**src/rtl/rsa_pkg.sv**
```systemverilog
// Shared types and helpers for the RSA peripheral blocks.
package rsa_pkg;

    typedef enum logic [1:0] {
        IDLE = 2'd0,
        ITER = 2'd1,
        SUB  = 2'd2
    } mm_state_t;

    // Width of a counter that has to reach width-1; never narrower than one bit.
    function automatic int cnt_width(input int width);
        return (width > 2) ? $clog2(width) : 1;
    endfunction

endpackage

```
**src/rtl/rsa_mont_step.sv**
```systemverilog
// One radix-2 Montgomery iteration: add the a partial product, make the sum even with n, halve.
module rsa_mont_step #(
    parameter int WIDTH = 8
) (
    input  logic [WIDTH+1:0] acc,
    input  logic [WIDTH-1:0] a,
    input  logic [WIDTH-1:0] n,
    input  logic             b_bit,
    output logic [WIDTH+1:0] acc_next
);

    logic [WIDTH+1:0] t_add;
    logic [WIDTH+1:0] t_red;

    // acc < 2n on entry keeps acc + a + n below 4*2^WIDTH, so WIDTH+2 bits never overflow.
    always_comb begin
        t_add    = acc + (b_bit ? {2'b00, a} : '0);
        t_red    = t_add + (t_add[0] ? {2'b00, n} : '0);
        acc_next = t_red >> 1;
    end

endmodule

```
**src/rtl/rsa_mont_mul.sv**
```systemverilog
// Bit-serial Montgomery multiplier: result = a*b*2^-WIDTH mod n, WIDTH iterations plus one subtract cycle.
//
//   state | meaning
//   IDLE  | waiting for start; done pulse (if any) is shown here
//   ITER  | one multiplier bit consumed per enabled cycle
//   SUB   | conditional final subtraction, loads result and raises done
module rsa_mont_mul
    import rsa_pkg::*;
#(
    parameter int WIDTH = 8
) (
    input  logic             clk,
    input  logic             rstb,
    input  logic             ena,
    input  logic             start,
    input  logic [WIDTH-1:0] a,
    input  logic [WIDTH-1:0] b,
    input  logic [WIDTH-1:0] n,
    output logic [WIDTH-1:0] result,
    output logic             busy,
    output logic             done
);

    localparam int CW = cnt_width(WIDTH);
    localparam logic [CW-1:0] I_LAST = CW'(WIDTH - 1);

    mm_state_t        state_q;
    mm_state_t        state_d;
    logic [WIDTH+1:0] acc_q;
    logic [WIDTH+1:0] acc_next;
    logic [CW-1:0]    i_cnt;
    logic [WIDTH-1:0] a_reg;
    logic [WIDTH-1:0] b_reg;
    logic [WIDTH-1:0] n_reg;
    logic [WIDTH-1:0] diff;
    logic [WIDTH-1:0] res_d;

    // b_reg shifts right each iteration, so bit 0 is always the current multiplier bit.
    rsa_mont_step #(
        .WIDTH(WIDTH)
    ) u_step (
        .acc     (acc_q),
        .a       (a_reg),
        .n       (n_reg),
        .b_bit   (b_reg[0]),
        .acc_next(acc_next)
    );

    // acc < 2n here, so acc - n fits in WIDTH bits whenever it is taken.
    always_comb begin
        diff  = acc_q[WIDTH-1:0] - n_reg;
        res_d = (acc_q >= {2'b00, n_reg}) ? diff : acc_q[WIDTH-1:0];
    end

    always_comb begin
        state_d = state_q;
        case (state_q)
            IDLE:    if (start) state_d = ITER;
            ITER:    if (i_cnt == I_LAST) state_d = SUB;
            SUB:     state_d = IDLE;
            default: state_d = IDLE;
        endcase
    end

    always_ff @(posedge clk) begin
        if (!rstb) begin
            state_q <= IDLE;
            acc_q   <= '0;
            i_cnt   <= '0;
            a_reg   <= '0;
            b_reg   <= '0;
            n_reg   <= '0;
            result  <= '0;
            done    <= 1'b0;
        end else if (ena) begin
            state_q <= state_d;
            case (state_q)
                IDLE: begin
                    done <= 1'b0;
                    if (start) begin
                        a_reg <= a;
                        b_reg <= b;
                        n_reg <= n;
                        acc_q <= '0;
                        i_cnt <= '0;
                    end
                end
                ITER: begin
                    acc_q <= acc_next;
                    b_reg <= {1'b0, b_reg[WIDTH-1:1]};
                    i_cnt <= i_cnt + CW'(1);
                end
                SUB: begin
                    result <= res_d;
                    done   <= 1'b1;
                end
                default: ;
            endcase
        end
    end

    assign busy = (state_q == ITER) || (state_q == SUB);

endmodule

```
**config.mk**
```make
export PLATFORM = sky130hd
export DESIGN_NAME = rsa_mont_mul
export DESIGN_NICKNAME = d
export VERILOG_FILES = /design/src/rtl/rsa_pkg.sv /design/src/rtl/rsa_mont_step.sv /design/src/rtl/rsa_mont_mul.sv
export SDC_FILE = /design/constraint.sdc
export NUM_CORES = 1
export LEC_CHECK = 0
export BUFFER_PORTS_ARGS = -buffer_cell sky130_fd_sc_hd__buf_4
export CORE_MARGIN = 5
export CORE_UTILIZATION = 50
export DETAILED_ROUTE_END_ITERATION = 7
export GPL_TIMING_DRIVEN = 0
export PLACE_DENSITY = 0.7
export SLEW_MARGIN = 20
export SYNTH_ARGS = -nofsm -noshare
export SYNTH_HDL_FRONTEND = slang
export SYNTH_SLANG_ARGS = --single-unit
```
**constraint.sdc**
```tcl
create_clock -name clk -period 5 [get_ports clk]
set_clock_uncertainty 0.05 [all_clocks]
set_input_delay 1 -clock clk [delete_from_list [all_inputs] [get_ports clk]]
set_output_delay 1 -clock clk [all_outputs]
set_load 0.02 [all_outputs]
```
# ---- Word level (Yosys, flattened, before mapping)
# Cells that the tools add are included.
dict set report word_totals {
  word_cells 40
  in_bits 28
  output_inout_bits 10
  regBits 48
}
dict set report classes {
  mux 13
  n_reduce_logical 9
  n_addsub 4
  eq_ne 5
  order_cmp 1
}
# operator count
set ops {}
lappend ops {{8-bit two-way mux} 4}
lappend ops {{10-bit adder} 2}
lappend ops {{10-bit case mux with 2 select lines} 1}
lappend ops {{8-bit case mux with 2 select lines} 1}
lappend ops {{10-bit by 8-bit >= comparator with 1-bit output} 1}
lappend ops {{10-bit two-way mux} 1}
lappend ops {{3-bit AND reduction} 3}
lappend ops {{8-bit subtractor} 1}
lappend ops {{3-bit case mux with 2 select lines} 1}
lappend ops {{2-bit two-way mux} 2}
lappend ops {{2-bit != test (second input constant)} 2}
lappend ops {{2-bit case mux with 2 select lines} 1}
lappend ops {{2-bit AND reduction} 2}
lappend ops {{2-bit nonzero test} 2}
lappend ops {{3-bit by 1-bit adder with 3-bit output (second input constant)} 1}
lappend ops {{3-bit equality test (second input constant)} 1}
lappend ops {{3-bit two-way mux} 1}
lappend ops {{2-bit by 1-bit equality test with 1-bit output (second input constant)} 1}
lappend ops {{2-bit equality test (second input constant)} 1}
lappend ops {{2-bit zero test} 1}
lappend ops {{1-bit case mux with 2 select lines} 1}
lappend ops {{1-bit logical OR} 1}

# ---- Depth between registers and ports, before layout
dict set report depth {
  ltp_word 5
  depth_mapped 15
  ltp_nobuf 15
}

# ---- Cells and area by module
# A second synthesis with hierarchy kept.
dict set report hier_totals {
  hier_cells 394
  hier_area_um2 3175.5
}
# mod cells_each n_inst area_each_um2 seq_area_each_um2
set by_module_without_submodules {}
lappend by_module_without_submodules {rsa_mont_mul 283 1 2364.8 960.9}
lappend by_module_without_submodules {rsa_mont_step 111 1 810.8 0.0}

# ---- Worst setup path after synthesis
# OpenSTA, ideal clock, no wires.
dict set report synth_path {
  path_type {flip-flop to flip-flop}
  startpoint {register b_reg[0]}
  endpoint {register acc_q[4]}
  slack_ps 2188
  setup_ps 62
  stages_incl_launch_ff 13
  path_buffers 0
  required_time_ps 4888
  synth_period_minus_slack_ps 2812
  arrival_time_ps 2700
  path_cell_list {dfxtp_1 > and2_1 > ha_1 > inv_1 > fa_1 > xnor2_1 > ha_1 > nand4_1 > nand2_1 > a21o_1 > a21oi_1 > or4b_2 > nand3_1}
}
dict set report synth_via {
  elab_chain_len 5
}
# item line
set synth_lines {}
lappend synth_lines {{from (decl)} rsa_mont_mul.sv:33} ;# logic [WIDTH-1:0] b_reg;
lappend synth_lines {{from (signal assigned)} rsa_mont_mul.sv:90} ;# b_reg <= {1'b0, b_reg[WIDTH-1:1]};
lappend synth_lines {{8-bit two-way mux *} rsa_mont_step.sv:17} ;# t_add = acc + (b_bit ? {2'b00, a} : '0);
lappend synth_lines {{10-bit adder *} rsa_mont_step.sv:17}
lappend synth_lines {{8-bit two-way mux} rsa_mont_step.sv:18} ;# t_red = t_add + (t_add[0] ? {2'b00, n} : '0);
lappend synth_lines {{10-bit adder *} rsa_mont_step.sv:18}
lappend synth_lines {{10-bit case mux with 2 select lines *} rsa_mont_mul.sv:77} ;# case (state_q)
lappend synth_lines {{to (signal assigned)} rsa_mont_mul.sv:89} ;# acc_q <= acc_next;
lappend synth_lines {{to (decl)} rsa_mont_mul.sv:29} ;# logic [WIDTH+1:0] acc_q;
# Mark *: on every way between the ends. The rest lies on a longest branch, timed or not.
# A chain may end at the register's enable or synchronous reset.

# ---- Worst setup path in the final report
# Ends and elaborated chain as after synthesis.

==> metrics.txt <==
status finished, final reports clean; layout cells sized above 1 a little under an eighth; # fillers between 500 and 600; YS warnings 0; Worst VDD drop 151 uV; WL met2 around 3100 microns; CTS Buffer Depth 2; adder-cell area share of the yosys netlist 13.6%; Post-Syn Area 3120 sq um; Cells after Synth 389; reg-to-reg startpoint b_reg[0]$_SDFFE_PN0P_; largest family of logic cells by synthesized area simple AND/OR/NAND/NOR gates; xor/xnor share of the synthesized area 5.05%; Initial Util about 52%; initial antenna violation count 0; CTS tree done; DP Wirelength 5450 microns; Core Area approximately 6000 sq um; Layout area overhead 14.8%; highest routed layer met4; RSZ-0062 raised after global routing false; Synth Register Bits 47; Tmin final between 3 and 4 ns; post-synthesis sequential area ratio a little under a third; metal3 WL between 400 and 500 microns; Slew @ Worst Pin ~0.68 ns; CP Class reg2reg; R2R setup slack 1.87 ns; CP Launch Type flip-flop; Period Utilization, post-route a little over three fifths; FF-to-FF End acc_q[4]$_SDFFE_PN0P_; Top FF cell, synth dfxtp_1; CP Data Arrival Time around 3.3 ns; Simple-Gate Fraction of Synth Area ~22%; ANT cells 0; I/O pins 38; Post-synth EDFFs 0; compound-gate portion of the synthesized area between 20% and 30%; Syn Nets between 400 and 500; Clock Sinks 47; first-pass GRT wire length 11,900 microns; power per cell area approximately 210 nW/um^2; Crit. End Element flip-flop; post-CTS setup buffer count 0; Num CTS Buffers 5; Max-Cap Viols 0; register area 941 sq um; die area a little under 8000 sq um; root buf cell clkbuf_8; vias in the first global route roughly 2,600; syn avg cell area between 8 and 9 sq um; ys async rst share 0%; Nets between 400 and 500; register name with the most flops acc_q; total power between 0.7 and 0.8 mW; drt drc 0; CTS Hold Bufs 0; total wire length roughly 7000 microns; Die W roughly 89 microns; Rows 28; leakage power approximately 1.6 nW; distinct cell type count after synthesis 44; Avg Vias per Cell around 5.4; max FFs per register 9; Iteration-0 DRC Markers approximately 120; worst-path maximum fanout 9; setup TNS 0 ns; Skew-Pair Late Insertion Delay 0.30 ns; hold_sp b_reg[7]$_SDFFE_PN0P_; Antenna Nets Post-Route 0; Final Hold Fails 0; Final setup viols 0; WP data required just over 5 ns; post-synthesis mux area share 4.53%; clk slew on worst S/H paths ~0.10 ns; Vias 2,739; Worst R2R Path Depth 12; commonest cells after routing, fill and taps aside nand2_1, dfxtp_1, buf_4; gr usage total between 10% and 20%; max-slew violations 0; htree depth 2; WL met1 between 3000 and 4000 microns; multi-input logic area between 2000 and 2500 sq um; post_cts resized 0; commonest non-fill, non-tap cell in the layout nand2_1; Hold Crit Depth 2; I/O Buffers 37; Die Y slightly below 90 microns; largest net degree at the start of global routing 16; Hold WC Path Type reg2reg; drt first pass iters 4; total grt overflow 0; Avg WL per Cell around 14 microns; sink of the worst hold path b_reg[7]$_SDFFE_PN0P_; Slew HR between 50% and 60%; RePlAce Congestion between 0.9 and 1; Fmax 320 MHz
-- per-stage QoR --
step / area (sq um) / util [%] / hold slack [ns] / setup slack (ns) / instances
floorplan: 3120 / - / 0.382 / 2.19 / 389
global placement: 3490 / 58.3 / 0.396 / 1.92 / 501
detailed placement: 3490 / 58.3 / 0.398 / 1.90 / 501
CTS: 3580 / 59.8 / 0.412 / 1.87 / 509
global route: 3580 / 59.8 / 0.440 / 1.61 / 509
finish: 3580 / 59.8 / 0.410 / 1.87 / 509
-- cell usage after synthesis, drive strengths merged, types with 2 or more instances --
cell type	count	area, sq um
a21boi	23	173
a21o	3	22.5
a21oi	24	120
and2	28	175
and3	2	13.8
buf	2	8.75
clkbuf	13	48.8
dfxtp	47	941
fa	3	60.1
ha	29	363
inv	21	78.8
mux2i	13	130
nand2	67	251
nand2b	2	12.5
nand3	17	85.1
nand4	5	31.3
nor2	11	41.3
nor2b	5	38.8
o211ai	4	30.0
o21a	5	37.5
o21ai	29	145
o2bb2ai	2	17.5
or4	2	18.8
xnor2	12	105
xor2	6	52.6
-- power by group --
part	internal [mW]	switching (mW)	total, mW	leakage, nW
clock	0.0975	0.133	0.231	0.0402
combinational	0.0572	0.0642	0.121	1.14
sequential	0.385	0.00724	0.392	0.381
-- worst max-delay path by stage --
| stage | slack [ns] | startpoint | end |
|---|---|---|---|
| floorplan | 2.19 | b_reg[0]$_SDFFE_PN0P_ | acc_q[4]$_SDFFE_PN0P_ |
| global placement | 1.92 | b_reg[0]$_SDFFE_PN0P_ | acc_q[8]$_SDFFE_PN0P_ |
| detailed placement | 1.90 | b_reg[0]$_SDFFE_PN0P_ | acc_q[8]$_SDFFE_PN0P_ |
| CTS | 1.87 | b_reg[0]$_SDFFE_PN0P_ | acc_q[8]$_SDFFE_PN0P_ |
| global route | 1.61 | b_reg[0]$_SDFFE_PN0P_ | acc_q[8]$_SDFFE_PN0P_ |
| finish | 1.87 | b_reg[0]$_SDFFE_PN0P_ | acc_q[4]$_SDFFE_PN0P_ |
-- worst max-delay path, cell delays in order (launching register included) --
cell and delay [ns]:
dfxtp_1 0.46, and2_1 0.18, ha_1 0.16, inv_1 0.05
fa_1 0.44, xnor2_1 0.16, ha_1 0.35, nand4_1 0.16
nand2_1 0.13, a21o_1 0.12, a21oi_1 0.08, or4b_2 0.64
nand3_1 0.10
-- metal layers --
layer | global-route usage (%) | vias to the layer above
met4 | 6.77 | 0
met2 | 31.0 | 63
met1 | 25.8 | 1240
met5 | 0 | -
li1 | - | 1428
met3 | 3.96 | 8
-- layout make-up --
class	count	area share (%)
multi-input cells	306	57.0
well taps	75	2.62
plain buffers	15	1.61
clock inverters	3	0.559
inverters	21	2.20
flip-flops and latches	47	26.3
repair buffers	37	7.76
clock buffers	5	1.92
-- logic make-up after synthesis --
logic type	count (synthesis)
xor gates and xnor gates	18
DFF	47
adders and majority gates	32
muxes	14
buffers and inverters	36
AOI/OAI and AO/OA	99
and+or+nand+nor	143
Note: power is estimated with default switching activity, not from simulation.
